[src/rtl/arb_pkg.sv]
// Shared types and helpers for the round-robin arbiter FSM.
package arb_pkg;

    typedef enum logic [1:0] {
        S_IDLE  = 2'b00,
        S_GRANT = 2'b01,
        S_GAP   = 2'b10
    } arb_state_e;

    // Wide decode; callers keep the low NREQ bits.
    function automatic logic [31:0] onehot(input logic [31:0] idx);
        return 32'd1 << idx;
    endfunction

endpackage

[src/rtl/rr_pick.sv]
// Round-robin pick: first set request scanning last+1, last+2, ... wrapping.
module rr_pick #(
    parameter int NREQ = 3,
    localparam int IW = $clog2(NREQ)
) (
    input  logic [NREQ-1:0] req,
    input  logic [IW-1:0]   last,
    output logic            valid,
    output logic [IW-1:0]   idx
);

    // Scan farthest-first so the nearest candidate after last overwrites.
    always_comb begin
        valid = 1'b0;
        idx   = '0;
        for (int i = NREQ; i >= 1; i--) begin
            if (req[IW'((int'(last) + i) % NREQ)]) begin
                valid = 1'b1;
                idx   = IW'((int'(last) + i) % NREQ);
            end
        end
    end

endmodule

[src/rtl/rr_arbiter_fsm.sv]
// Round-robin arbiter sharing one resource among NREQ requesters, with a
// hold limit and a one-cycle turnaround gap between owners.
module rr_arbiter_fsm
    import arb_pkg::*;
#(
    parameter int NREQ     = 3,
    parameter int MAX_HOLD = 8,
    localparam int IW = $clog2(NREQ),
    localparam int HW = $clog2(MAX_HOLD)
) (
    input  logic            clk,
    input  logic            reset,
    input  logic [NREQ-1:0] req,
    output logic [NREQ-1:0] gnt,
    output logic [IW-1:0]   owner,
    output logic            busy,
    output logic            grant_start,
    output logic            timeout,
    output logic [1:0]      state_dbg
);

    // Handshake: a requester holds req high until done; grant_start marks the
    // winning cycle, gnt follows one cycle later and stays while req is held
    // (up to MAX_HOLD cycles); dropping req releases the resource.

    arb_state_e      ps, ns;
    logic [IW-1:0]   last;
    logic [HW-1:0]   hold_cnt;
    logic            pick_valid;
    logic [IW-1:0]   pick_idx;
    logic [31:0]     oh;

    rr_pick #(.NREQ(NREQ)) u_pick (
        .req   (req),
        .last  (last),
        .valid (pick_valid),
        .idx   (pick_idx)
    );

    assign oh        = onehot(32'(owner));
    assign state_dbg = ps;

    // Mealy pulses are masked during reset so no arbitration or timeout is
    // reported on a cycle that is about to be discarded.
    always_comb begin
        ns          = S_IDLE;
        gnt         = '0;
        busy        = 1'b0;
        grant_start = 1'b0;
        timeout     = 1'b0;
        case (ps)
            S_IDLE: begin
                if (pick_valid) begin
                    ns          = S_GRANT;
                    grant_start = !reset;
                end
            end
            S_GRANT: begin
                gnt  = oh[NREQ-1:0];
                busy = 1'b1;
                if (!req[owner]) begin
                    ns = S_GAP;
                end else if (hold_cnt == HW'(MAX_HOLD - 1)) begin
                    ns      = S_GAP;
                    timeout = !reset;
                end else begin
                    ns = S_GRANT;
                end
            end
            S_GAP: begin
                busy = 1'b1;
                if (pick_valid) begin
                    ns          = S_GRANT;
                    grant_start = !reset;
                end
            end
            default: ns = S_IDLE;
        endcase
    end

    always_ff @(posedge clk) begin
        if (reset) begin
            ps       <= S_IDLE;
            owner    <= '0;
            last     <= IW'(NREQ - 1);
            hold_cnt <= '0;
        end else begin
            ps <= ns;
            if (ns == S_GRANT && ps != S_GRANT) begin
                owner    <= pick_idx;
                hold_cnt <= '0;
            end else if (ns == S_GRANT) begin
                hold_cnt <= hold_cnt + 1'b1;
            end
            if (ps == S_GRANT && ns != S_GRANT) begin
                last <= owner;
            end
        end
    end

endmodule

[config.mk]
export PLATFORM = sky130hd
export DESIGN_NAME = rr_arbiter_fsm
export DESIGN_NICKNAME = d
export VERILOG_FILES = /design/src/rtl/arb_pkg.sv /design/src/rtl/rr_pick.sv /design/src/rtl/rr_arbiter_fsm.sv
export SDC_FILE = /design/constraint.sdc
export NUM_CORES = 1
export LEC_CHECK = 0
export ABC_AREA = 1
export CORE_MARGIN = 10
export CORE_UTILIZATION = 49
export CTS_CLUSTER_DIAMETER = 200
export DETAILED_ROUTE_END_ITERATION = 10
export PLACE_DENSITY = 0.77
export SLEW_MARGIN = 25
export SYNTH_ARGS = -nofsm -noshare
export SYNTH_HDL_FRONTEND = slang
export SYNTH_SLANG_ARGS = --single-unit
export TNS_END_PERCENT = 20
[constraint.sdc]
create_clock -name clk -period 2.4 [get_ports clk]
set_input_delay 0.6 -clock clk [delete_from_list [all_inputs] [get_ports clk]]
set_output_delay 0.6 -clock clk [all_outputs]
set_load 0.05 [all_outputs]
After elaboration in Yosys (flattened, before gate mapping). Index checks and enable logic that the tools add are counted.

Output and inout bits: 10. Bits in registers: 9.

Reductions and logical operators: 7. Order comparisons: 4. Shift operators: 1. Add/subtract/negate cells: 4. Eq/ne operators: 6. Div/mod/pow operators: 3. Multiplexer cells: 28.

Operators with widths (count): $mod A32 B3 Y32 const B (3); $mux W1 (17); $lt A2 B4 Y1 const B (3); $mux W2 (5); $bmux W1 S2 (4); $add A2 B2 Y3 const B (2); $reduce_or A2 Y1 (3); $eq A2 B1 Y1 const B (2); $ne A2 B1 Y1 const B (2); $pmux W2 S2 (1); $add A2 B1 Y3 const B (1); $add A3 B1 Y3 const B (1); $eq A3 B3 Y1 const B (1); $lt A2 B3 Y1 const B (1); $mux W3 (1); $shl A1 B2 Y3 const A (1); $eq A2 B2 Y1 const B (1); $logic_and A1 B1 Y1 (2); $logic_not A2 Y1 (1); $logic_not A1 Y1 (1).

Longest topological paths before layout.
Depth in word-level cells: 13. Depth in mapped cells: 13. Mapped depth without buffers: 13.

Modules after synthesis. Synthesis repeated with hierarchy kept, for this count alone.

Cell total of the unflattened synthesis: 107. Area total of the unflattened synthesis: 716.9 um^2.

Modules (own cells, without submodules): rr_arbiter_fsm (times used 1, area each 508.0 um^2, cells an instance 67); rr_pick (times used 1, area each 209.0 um^2, cells an instance 40).

Least setup slack after synthesis. Ideal clock, no wire load.

Path type: register to output. Start: register ps[0], in the netlist state_dbg[0]. End: output port gnt[0]. Path slack: -307 ps. Buffers on the path: 0. Arrival: 2107 ps. Stages on the path, launching flop included: 4. Path through: dfxtp_1 ha_1 inv_1 nor3_1.

Longest elaborated chain between the ends: 2.

Ends and longest elaborated chain: from (decl) (line rr_arbiter_fsm.sv:26) `arb_state_e ps, ns;`; from (signal assigned) (line rr_arbiter_fsm.sv:88) `ps <= ns;`; $eq A2 B1 Y1 (line rr_arbiter_fsm.sv:51) `case (ps)`; $mux W3 (line rr_arbiter_fsm.sv:51); to (decl) (line rr_arbiter_fsm.sv:14) `output logic [NREQ-1:0] gnt,`.

Every way passes these cells.

Worst setup path in the final report.
Start: register last[0]. End: output port grant_start.

Longest elaborated chain between the ends: 10.

Ends and longest elaborated chain: from (decl) (line rr_arbiter_fsm.sv:27) `logic [IW-1:0] last;`; from (signal assigned) (line rr_arbiter_fsm.sv:85) `last <= IW'(NREQ - 1);`; from (signal assigned) (line rr_arbiter_fsm.sv:96) `last <= owner;`; $add A2 B2 Y3 (line rr_pick.sv:17) `if (req[IW'((int'(last) + i) % NREQ)]) begin`; $mod A32 B3 Y32 (line rr_pick.sv:17); $bmux W1 S2 (line rr_pick.sv:17); $mux W1 (not written as such) (2 in a row) (line rr_pick.sv:17); $mux W1 (2 in a row) (line rr_pick.sv:17); $mux W1 * (line rr_pick.sv:17); $mux W1 * (line rr_arbiter_fsm.sv:53, rr_arbiter_fsm.sv:72); $mux W1 *; to (decl) (line rr_arbiter_fsm.sv:17) `output logic grant_start,`.

Every way passes the cells marked *; elsewhere a longest branch is shown, timed or not. The select of a mux whose other input is x is not followed.

==> flow_metrics.py <==
metrics = {
    "worst_setup_path": {
        "r2r-start": "last[0]",
        "cpPeakStageDelay_ns": 0.35,
        "r2r_end": "hold_cnt[2]",
        "crit_path_start_kind": "flip-flop",
        "required_ns": 1.80,
        "endpoint_kind": "output pin",
        "path_class": "flip-flop to output pin",
        "rrSetupSlack_ns": 0.54,
        "endpoint": "grant_start",
        "worst-path-max-fanout": 4,
        "cp_data_arrival_time_ns": 1.72,
        "cp.depth": 10,
        "cpMostUsedCell": "nand2_2",
        "cpLargestDelayFamily": "simple AND/OR/NAND/NOR gates",
        "ff2ff_path_depth": 14,
        "cp_cell_sequence": "inv_2 > ha_4 > inv_2 > nand2_2 > nand2_2 > a21oi_4 > nand3_2 > nand2_2 > nor2_4 > buf_12",
        "critPathBufInv": 3,
        "startpoint": "last[0]",
        "critical-path-slowest-cell": "dfxtp_2",
    },
    "sta": {
        "fin_skew_ns": 0.002158,
        "fin_hold_ws_ns": 0.4671,
        "max_slew_margin": 0.6652,
        "min_period_ns": 2.323,
        "tightest_slew_ns": 0.5007,
        "finalSetupViolations": 0,
        "fmax_mhz": 430.4,
        "final.period_utilization": 0.9680,
        "slew_viol_final": 0,
        "hold_viol": 0,
    },
    "synth": {
        "async_flop_share": 0,
        "ys_warn_count": 0,
        "synth_edf_count": 0,
        "synth_cells": 106,
        "syn_nets": 120,
        "synth_ff_type": "dfxtp_1",
        "ys_ff_latch": 9,
        "avgSynthCellArea_um2": 6.846,
        "synth_top_area_cell": "dfxtp_1",
        "post-synth-top-area-fraction": 0.2483,
        "synth_area_leaders": "dfxtp_1 (25%), ha_1 (16%), nand2_1 (9.3%), inv_1 (8.3%), a21oi_1 (4.8%)",
        "yosysMostFrequentCell": "nand2_1",
        "ys_seq_area_frac": 0.2483,
        "synth.distinct_cells": 20,
        "synth_common_cells": "nand2_1 (18), inv_1 (16), dfxtp_1 (9), ha_1 (9), nor2_1 (8)",
        "syn_area_um2": 725.7,
    },
    "power": {
        "swShare": 0.5155,
        "intPower_w": 0.0007210,
        "clock_power_share": 0.080,
        "total_switching_power_w": 0.0007670,
        "power_frac_comb": 0.755,
        "peakVddDrop_v": 0.0008768,
        "p_per_area_mw_per_mm2": 1375,
        "power_leakage_nw": 0.5106,
        "seqPwrFrac": 0.165,
    },
    "placement": {
        "io_buffers": 14,
        "globalplace.congestion": 0.9303,
        "dp_cells": 143,
        "dp_hpwl_um": 1555,
    },
    "global_routing": {
        "antenna_found_initial": 0,
        "grt_use_total": 0.1272,
        "grt_pass1_wl_um": 3450,
        "overflow": 0,
        "first_global_vias": 796,
        "grt_max_degree": 8,
    },
    "floorplanning": {
        "io_pins": 15,
        "die_width_um": 58.49,
        "start_util": 0.5375,
        "core-area_mm2": 0.001350,
        "rows": 13,
        "die_area_mm2": 0.003421,
        "fp.dieH_um": 58.49,
    },
    "cells_and_area": {
        "fin_nets": 150,
        "antenna_cells": 0,
        "layout-drive-gt1-share": 0.3333,
        "area_delta_synth_final_pct": 49.14,
        "finalNonFillerCells": 150,
    },
    "clock_tree": {
        "cts_hold_buffers": 0,
        "cts_sinks": 9,
        "clk-insertion-delay-late_ns": 0.27,
        "cts_tree": "yes",
        "clk_pin_slew_ns": 0.06,
        "clockBufferDepth": 2,
        "cts_made_buffers": 3,
        "cts_max_level": 1,
        "root_buffer": "clkbuf_4",
    },
    "flow_run": {
        "maxCapViolCount": 0,
    },
    "routing": {
        "via_per_inst": 5.187,
        "ant_nets": 0,
        "drt_wl_total_um": 1965,
        "dr_total_vias": 778,
        "drc": 0,
        "post_drt_wl_per_cell_um": 13.10,
        "drtPass1Iterations": 4,
        "drt_iter0_markers": 18,
    },
    "outcome": {
        "outcome": "complete, no violations",
    },
    "worst_hold_path": {
        "holdCritPathClass": "flip-flop to flip-flop",
    },
}
## kinds of logic (layout without fill, tap and decap cells)
kind of cell / count (synthesis) / in the layout / synth area share
buffers and inverters: 19 / 48 / 0.09828
adder cells (fa/ha/maj): 9 / 9 / 0.1552
AO/OA/AOI/OAI: 19 / 19 / 0.1396
AND/OR/NAND/NOR: 50 / 50 / 0.3586
flip-flops: 9 / 9 / 0.2483
## area by class of cell
| cell class | count | area (um^2) |
|---|---|---|
| multi-input cells | 78 | 528.0 |
| fillers | 94 | 267.8 |
| repair buffers | 25 | 254.0 |
| flip-flops and latches | 9 | 182.7 |
| inverters | 19 | 71.32 |
| clock buffers | 3 | 22.52 |
| well taps | 15 | 18.77 |
| clock inverters | 1 | 5.005 |
## power by group through the flow
stage               Combinational, W  Clock (W)  Sequential, W
floorplan                   0.000602          0       0.000303
global placement            0.000983          0       0.000237
detailed placement          0.000999          0       0.000240
CTS                          0.00105   0.000122       0.000239
global route                 0.00123   0.000131       0.000253
finish                       0.00112   0.000118       0.000246
## flip-flops by register name (all words and copies together) (netlist names)
signal,flops
state_dbg,2
last,2
owner,2
hold_cnt,3
## metal layers
| metal | vias up | global-route usage | wire length (um) |
|---|---|---|---|
| li1 | 410 | - | - |
| met1 | 344 | 0.1429 | 890 |
| met2 | 20 | 0.1882 | 896 |
| met3 | 4 | 0.06438 | 146 |
| met4 | 0 | 0.07383 | 31 |
| met5 | - | 0 | 0 |
## cell usage in the layout, fill, tap and decap left out, types with 5 or more instances in the layout
cell type and n:
o21ai_1 5, clkdlybuf4s50_1 5, nand3_1 6, inv_1 15, nand4_1 5, nand2_1 18
dfxtp_1 7, ha_1 6, buf_4 13, a21oi_1 6, nand2_2 5
## timing repair
action                                  4_1_cts  5_1_grt
gates cloned                                  0        0
setup buffers                                 0        3
endpoints found under the setup margin        1        1
pin swaps                                     2        2
gates resized for setup                      10        7
## per-stage QoR
step	util	cell area [um^2]	total power [W]	TNS, ns	worst slack (ns)
after floorplan	-	725.7	0.0009048	-0.6148	-0.3074
after global placement	0.7257	979.7	0.001219	-0.09177	-0.09177
after detailed placement	0.7257	979.7	0.001239	-0.1165	-0.1165
after CTS	0.7665	1035	0.001411	0	0.01892
after global routing	0.8017	1082	0.001618	-0.01093	-0.01093
final	0.8017	1082	0.001488	0	0.07678
## worst min-delay path by stage
stage,startpoint,end,slack [ns],cells after the start
detailed placement,hold_cnt[2],hold_cnt[2],0.46,2
global placement,hold_cnt[1],hold_cnt[1],0.45,2
floorplan,hold_cnt[1],hold_cnt[1],0.44,2
global route,hold_cnt[1],hold_cnt[1],0.51,2
finish,hold_cnt[1],hold_cnt[1],0.47,2
CTS,hold_cnt[1],hold_cnt[1],0.47,2
## worst min-delay path: cells and delay by family (launching register included)
kind             cells  cell delay (ns)
AND/OR/NAND/NOR      1             0.06
flip-flops           1             0.31
AO/OA/AOI/OAI        1             0.05
Power figures use the tool's default switching activity.
